File: src/rtl/sysid_check_ctrl.sv
// Avalon-MM sequencer that reads the sysid ID and timestamp words, compares
// them against expected constants and reports pass/fail/timeout once per start.
module sysid_check_ctrl #(
  parameter logic [31:0] EXPECTED_ID    = 32'hACD51302,
  parameter logic [31:0] EXPECTED_TS    = 32'h64C5726D,
  parameter int          READ_LATENCY   = 0,
  parameter int          TIMEOUT_CYCLES = 255
) (
  input  logic        clock,
  input  logic        reset,
  input  logic        start,
  output logic        busy,
  output logic        done,
  output logic        id_ok,
  output logic        ts_ok,
  output logic        timeout_err,
  output logic [31:0] id_value,
  output logic [31:0] ts_value,
  output logic        avm_address,
  output logic        avm_read,
  input  logic        avm_waitrequest,
  input  logic [31:0] avm_readdata
);

  typedef enum logic [2:0] {
    IDLE,
    RD_ID,
    LAT_ID,
    RD_TS,
    LAT_TS,
    CHECK,
    FIN
  } state_e;

  localparam logic [15:0] TIMEOUT_LIMIT = 16'(TIMEOUT_CYCLES);
  localparam logic [1:0]  LAT_RELOAD    = 2'(READ_LATENCY - 1);

  state_e      state_q, state_d;
  logic        busy_q, busy_d;
  logic        done_q, done_d;
  logic        id_ok_q, id_ok_d;
  logic        ts_ok_q, ts_ok_d;
  logic        timeout_q, timeout_d;
  logic [31:0] id_value_q, id_value_d;
  logic [31:0] ts_value_q, ts_value_d;
  logic        avm_address_q, avm_address_d;
  logic        avm_read_q, avm_read_d;
  logic [15:0] wdog_q, wdog_d;
  logic [1:0]  lat_q, lat_d;

  logic [15:0] wdog_inc;
  logic        expired;
  logic        capture;
  logic        capture_ts;
  logic        abort;

  assign busy        = busy_q;
  assign done        = done_q;
  assign id_ok       = id_ok_q;
  assign ts_ok       = ts_ok_q;
  assign timeout_err = timeout_q;
  assign id_value    = id_value_q;
  assign ts_value    = ts_value_q;
  assign avm_address = avm_address_q;
  assign avm_read    = avm_read_q;

  always_comb begin
    state_d       = state_q;
    busy_d        = busy_q;
    done_d        = 1'b0;
    id_ok_d       = id_ok_q;
    ts_ok_d       = ts_ok_q;
    timeout_d     = timeout_q;
    id_value_d    = id_value_q;
    ts_value_d    = ts_value_q;
    avm_address_d = avm_address_q;
    avm_read_d    = avm_read_q;
    wdog_d        = wdog_q;
    lat_d         = lat_q;
    capture       = 1'b0;
    capture_ts    = 1'b0;
    abort         = 1'b0;

    // The watchdog value including the current cycle; a capture on the
    // cycle it expires still wins, so expiry is only acted on otherwise.
    wdog_inc = (wdog_q == 16'hFFFF) ? wdog_q : wdog_q + 16'd1;
    expired  = (wdog_inc >= TIMEOUT_LIMIT);

    unique case (state_q)
      IDLE: begin
        if (start) begin
          state_d       = RD_ID;
          busy_d        = 1'b1;
          avm_read_d    = 1'b1;
          avm_address_d = 1'b0;
          id_ok_d       = 1'b0;
          ts_ok_d       = 1'b0;
          timeout_d     = 1'b0;
          id_value_d    = '0;
          ts_value_d    = '0;
          wdog_d        = '0;
        end
      end
      RD_ID, RD_TS: begin
        wdog_d     = wdog_inc;
        capture_ts = (state_q == RD_TS);
        if (!avm_waitrequest && READ_LATENCY == 0) begin
          capture = 1'b1;
        end else if (!avm_waitrequest && !expired) begin
          state_d    = (state_q == RD_ID) ? LAT_ID : LAT_TS;
          avm_read_d = 1'b0;
          lat_d      = LAT_RELOAD;
        end else if (expired) begin
          abort = 1'b1;
        end
      end
      LAT_ID, LAT_TS: begin
        wdog_d     = wdog_inc;
        capture_ts = (state_q == LAT_TS);
        if (lat_q == 2'd0) begin
          capture = 1'b1;
        end else if (expired) begin
          abort = 1'b1;
        end else begin
          lat_d = lat_q - 2'd1;
        end
      end
      CHECK: begin
        id_ok_d = (id_value_q == EXPECTED_ID);
        ts_ok_d = (ts_value_q == EXPECTED_TS);
        state_d = FIN;
        busy_d  = 1'b0;
        done_d  = 1'b1;
      end
      FIN: begin
        state_d = IDLE;
      end
      default: begin
        state_d = IDLE;
      end
    endcase

    // Word 0 hands over to the word-1 read with a fresh watchdog.
    if (capture) begin
      if (!capture_ts) begin
        id_value_d    = avm_readdata;
        state_d       = RD_TS;
        avm_read_d    = 1'b1;
        avm_address_d = 1'b1;
        wdog_d        = '0;
      end else begin
        ts_value_d = avm_readdata;
        state_d    = CHECK;
        avm_read_d = 1'b0;
      end
    end

    if (abort) begin
      state_d    = FIN;
      busy_d     = 1'b0;
      done_d     = 1'b1;
      avm_read_d = 1'b0;
      timeout_d  = 1'b1;
      id_ok_d    = 1'b0;
      ts_ok_d    = 1'b0;
    end
  end

  always_ff @(posedge clock) begin
    if (reset) begin
      state_q       <= IDLE;
      busy_q        <= 1'b0;
      done_q        <= 1'b0;
      id_ok_q       <= 1'b0;
      ts_ok_q       <= 1'b0;
      timeout_q     <= 1'b0;
      id_value_q    <= '0;
      ts_value_q    <= '0;
      avm_address_q <= 1'b0;
      avm_read_q    <= 1'b0;
      wdog_q        <= '0;
      lat_q         <= '0;
    end else begin
      state_q       <= state_d;
      busy_q        <= busy_d;
      done_q        <= done_d;
      id_ok_q       <= id_ok_d;
      ts_ok_q       <= ts_ok_d;
      timeout_q     <= timeout_d;
      id_value_q    <= id_value_d;
      ts_value_q    <= ts_value_d;
      avm_address_q <= avm_address_d;
      avm_read_q    <= avm_read_d;
      wdog_q        <= wdog_d;
      lat_q         <= lat_d;
    end
  end

endmodule
File: config.mk
export PLATFORM = sky130hd
export DESIGN_NAME = sysid_check_ctrl
export DESIGN_NICKNAME = d
export VERILOG_FILES = /design/src/rtl/sysid_check_ctrl.sv
export SDC_FILE = /design/constraint.sdc
export NUM_CORES = 1
export LEC_CHECK = 0
export ABC_AREA = 1
export CORE_AREA = 2 2 113 115
export DETAILED_ROUTE_END_ITERATION = 7
export DIE_AREA = 0 0 115 117
export GPL_ROUTABILITY_DRIVEN = 0
export HOLD_SLACK_MARGIN = 0.05
export PLACE_DENSITY_LB_ADDON = 0.1
export SETUP_SLACK_MARGIN = 0.05
export SLEW_MARGIN = 15
export SYNTH_ARGS = -nofsm -noshare
export SYNTH_HDL_FRONTEND = slang
export SYNTH_SLANG_ARGS = --single-unit
File: constraint.sdc
create_clock -name clock -period 5 [get_ports clock]
set_input_delay 1 -clock clock [delete_from_list [all_inputs] [get_ports clock]]
set_output_delay 1 -clock clock [all_outputs]
set_load 0.005 [all_outputs]
# Word-level counts from Yosys, hierarchy flattened
# Cells that the tools add are included.
# totals
register_bits	92
latch_bits	0
ramBits	0
mem_bits_ro	0
inputBits	36
output_inout_bits	71
word_cells	110
n_memories	0
# classes
add_sub_neg	2
n_mul	0
div_mod_pow	0
magnitude_cmp	1
eq_ne	21
n_shift	0
n_mux	53
bitwise_logic	0
reduce_logical	20
# ops
operator	n
two-way mux 32 bit	8
two-way mux 16 bit	4
equality test 32 x 31 -> 1 bit, second input constant	1
equality test 32 bit, second input constant	1
one-hot mux 16 bit (2 select lines)	1
two-way mux 3 bit	7
two-way mux 1 bit	20
adder 16 x 1 -> 16 bit, second input constant	1
equality test 16 bit, second input constant	1
greater-or-equal comparator 16 x 8 -> 1 bit, second input constant	1
one-hot mux 1 bit (2 select lines)	7
!= test 2 bit, second input constant	6
!= test 3 bit, second input constant	4
!= test 4 bit, second input constant	3
one-hot mux 3 bit (4 select lines)	1
AND reduction 4 bit	3
two-way mux 2 bit	4
nonzero test 2 bit	4
equality test 3 x 2 -> 1 bit, second input constant	2
equality test 3 bit, second input constant	2
OR reduction 2 bit	3
AND reduction 5 bit	1
one-hot mux 2 bit (2 select lines)	1
AND reduction 2 bit	2
8 further kinds	9

# Longest topological paths before layout
# logic_depth
ltp_word	10
ltp_mapped	16
mapped_depth_nobuf	15

# Worst setup path before layout
# Ideal clock, no wire load.
# synth_path
path_type	input port to flip-flop
start	input start
end	register wdog_q[0]
setup_time_ns	0.070
t_arrival_ns	1.908
t_required_ns	4.930
slack_ns	3.023
stages	6
path_buffers	1
path_cell_list	nor3_1 inv_1 o21ai_1 clkbuf_1 nand2_1 a21oi_1
# synth_via
elab_chain_len	4
# synth_lines
element	line_no	source
from (decl)	11	input logic start,
two-way mux 16 bit (*)	91	if (start) begin
one-hot mux 16 bit (2 select lines) (*)	89	unique case (state_q)
two-way mux 16 bit	145	if (!capture_ts) begin
two-way mux 16 bit (*)	144	if (capture) begin
to (signal assigned)	194	wdog_q <= wdog_d;
to (decl)	48	logic [15:0] wdog_q, wdog_d;
# Every way passes the cells marked *; elsewhere a longest branch is shown, timed or not.
# A chain may end at the register's enable or synchronous reset.

# Final worst setup path
# layout_path
start	input avm_waitrequest
end	register id_value_q[7], in the netlist id_value[7]
# layout_via
elab_chain_len	3
# layout_lines
element	line_no	source
from (decl)	21	input logic avm_waitrequest,
two-way mux 1 bit	107	if (!avm_waitrequest && READ_LATENCY == 0) begin
one-hot mux 1 bit (2 select lines)	89	
two-way mux 32 bit	144	
to (signal assigned)	190	id_value_q <= id_value_d;
to (decl)	44	logic [31:0] id_value_q, id_value_d;
# Every way passes these cells.

==> qor.tcl <==
set qor(result_of_the_run) {finished clean}
set qor(largest_net_degree_at_the_start_of_global_routing) 68
set qor(global_route.usage.met3_pct) 4.79
set qor(fp.dieH_um) 117
set qor(timing.setup.tns_ns) 0
set qor(leakage_power_summed_over_all_cells_nw) 2.06
set qor(vias_per_cell) 5.13
set qor(ys.warnings.count) 0
set qor(htree_levels) 3
set qor(slew_viol_final) 0
set qor(hold_class) {reg -> reg}
set qor(cp_top_family) {simple AND/OR/NAND/NOR gates}
set qor(row_count) 41
set qor(dr_total_vias) 4303
set qor(mostFrequentLayoutCell) {nand2_1}
set qor(tightest_slew_ns) 0.832
set qor(layout.core_utilization_pct) 45.9
set qor(grt_remaining_overflow) 0
set qor(coreArea_sq_mm) 0.0123
set qor(gr-usage-all-layers_pct) 19.3
set qor(netlist_area_sq_mm) 0.00420
set qor(grtUsageMet2_pct) 29.8
set qor(rsz0062_at_grt) {false}
set qor(post_cts_buffers) 0
set qor(layout.cells.most_common_list) {123 x nand2_1, 106 x clkdlybuf4s50_1, 92 x dfxtp_1}
set qor(synth.yosys.seq_area_share_pct) 43.8
set qor(antenna_left) 0
set qor(cts.clk_slew.worst_paths_ns) 0.06
set qor(clock-root-buffer) {clkbuf_16}
set qor(detail_route.drc_violations) 0
set qor(dr.first_iter.drc_count) 246
set qor(cpMostUsedCell) {nand2_1}
set qor(endpoint_kind) {register}
set qor(cp_arrival_ns) 3.51
set qor(routed_wirelength_um) 12500
set qor(antenna_cells_inserted) 0
set qor(use_met1_pct) 25.9
set qor(timing.final.setup_violations) 0
set qor(worst_ep_required_time_ns) 5.20
set qor(synth_area_per_cell_sq_um) 7.10
set qor(timing.critical_path.buf_inv) 2
set qor(clkLatencyLatePin_ns) 0.34
set qor(final.min_clock_period_ns) 3.31
set qor(grt_pass1_vias) 4074
set qor(fin_total_pwr_mw) 2.67
set qor(critical_path.max_stage_delay_ns) 0.73
set qor(clock_skew_ns) 0.00434
set qor(postCtsResizedCells) 0
set qor(drive_above_1_share_pct) 7.12
set qor(drt-wirelength-per-cell_um) 14.9
set qor(timing.final.crit_share_pct) 66.2
set qor(synthesis.instances) 592
set qor(initial_core_util_pct) 34.1
set qor(top_usage_layer) {met2}
set qor(holdBufCountCts) 0
set qor(number_of_nets_in_the_final_layout) 721
set qor(clock-sinks) 92
set qor(flow.area_growth_from_synthesis_pct) 34.5
set qor(dpl.cell_count) 822
set qor(ys_types) 34
set qor(max_freq_mhz) 302
set qor(min-delay-start) {busy}
set qor(cts-root-to-sink-buffers) 2
set qor(die_area_sq_mm) 0.0135
set qor(ios) 107
set qor(port_buffers) 106
set qor(cpMaxStageDelayCell) {nand2_1}
set qor(drt_pass_1_iters) 4
set qor(final_hold_viol_count) 0
set qor(critical_path.cell_chain) {clkdlybuf4s50_1 > o21ai_2 > nand2_1 > nand2_1 > buf_4 > o22ai_1}
set qor(worstSetupStartpointType) {input port}
set qor(syn_nets) 630
set qor(cp-startpoint) {avm_waitrequest}
set qor(powerDensity_mw_per_mm2) 473
set qor(path_class) {in -> reg}
set qor(cts_made_buffers) 9
set qor(die_w_um) 115
set qor(cts_tree) {yes}
set qor(antenna_found_initial) 0
set qor(max_cap_viol_count) 0
set qor(finalNonFillerCells) 838
set qor(worst_r2r_startpoint) {state_q[1]}
set qor(ys_ff_latch) 92
set qor(relSlewSlack_pct) 44.3
set qor(worst-path-max-fanout) 28
set qor(dpl.hpwl_um) 8950
set qor(grt_pass1_wl_um) 20300
set qor(worst_ir_drop_on_vdd_mv) 0.174
-- cells by family (layout without fill, tap and decap cells) --
logic type / Yosys count / count (layout) / share of synthesized area, %
buffers and inverters: 75 / 171 / 7.12
and+or+nand+nor: 298 / 298 / 32.1
xor gates and xnor gates: 1 / 1 / 0.208
DFF: 92 / 92 / 43.8
adders and majority gates: 2 / 2 / 0.595
AOI/OAI and AO/OA: 124 / 124 / 16.2
-- final cells by class --
cell class	instances	area (sq um)
Multi-Input combinational cell	425	2070
Clock buffer	13	270
Sequential cell	92	1840
Clock inverter	3	20.0
Timing Repair Buffer	111	1100
Tap cell	150	188
Inverter	44	165
Fill cell	1306	6660
-- Yosys cell counts (all sizes together) --
master / count / share of area [%]
nor2: 78 / 7.6
a211oi: 2 / 0.36
dfxtp: 92 / 44
nand3b: 1 / 0.18
a22oi: 7 / 1.3
xor2: 1 / 0.21
nand2: 129 / 12
nor3: 5 / 0.71
a21oi: 43 / 5.2
inv: 44 / 3.9
o22ai: 16 / 2.4
nor4: 5 / 0.74
nor4b: 1 / 0.21
or2: 2 / 0.30
nand4: 31 / 4.6
o21bai: 2 / 0.36
buf: 11 / 1.4
nand3: 46 / 5.8
a2bb2oi: 1 / 0.21
o21ai: 53 / 6.4
ha: 2 / 0.60
clkbuf: 20 / 1.8
-- flip-flops by register name (all words and copies together) (netlist names) --
register,cells
done,1
ts_value,32
avm_read,1
lat_q,2
id_value,32
id_ok,1
state_q,3
timeout_err,1
wdog_q,16
avm_address,1
busy,1
ts_ok,1
-- worst paths after layout --
check	depth (start not counted)	slack [ns]	to
worst max-delay path	6	1.69	id_value[7]
worst min-delay path	2	0.47	busy
worst max register to register	9	2.04	id_value[7]
worst min register to register	2	0.47	busy
-- report_power, final --
| group | switching (mW) | internal [mW] | leakage, nW | total, mW |
|---|---|---|---|---|
| clock network | 0.276 | 0.377 | 0.138 | 0.653 |
| registers | 0.124 | 0.878 | 0.746 | 1.00 |
| logic | 0.608 | 0.408 | 1.17 | 1.02 |
-- stage by stage --
step / instance area (sq um) / setup slack, ns / hold WS [ns]
after floorplan: 4200 / 3.02 / 0.452
final: 5650 / 1.69 / 0.473
after detailed placement: 5360 / 1.35 / 0.459
after CTS: 5650 / 1.70 / 0.471
after global routing: 5650 / 1.44 / 0.499
after global placement: 5360 / 1.41 / 0.452
-- worst reg2reg max path, cell delays in order, from the launching register on --
cell and delay [ns]:
dfxtp_1 0.34, nor2_1 0.16, nor2_1 0.10, nor3_2 0.20, nand2_1 0.13, o21ai_2 0.11, nand2_1 0.48, nand2_1 0.74
buf_4 0.43, o22ai_1 0.13
-- layer usage --
metal,wire length [um],up-vias
met3,763,17
met4,231,0
met1,5880,1985
met5,0,-
met2,5630,110
li1,-,2191
Note: power is estimated with default switching activity, not from simulation.
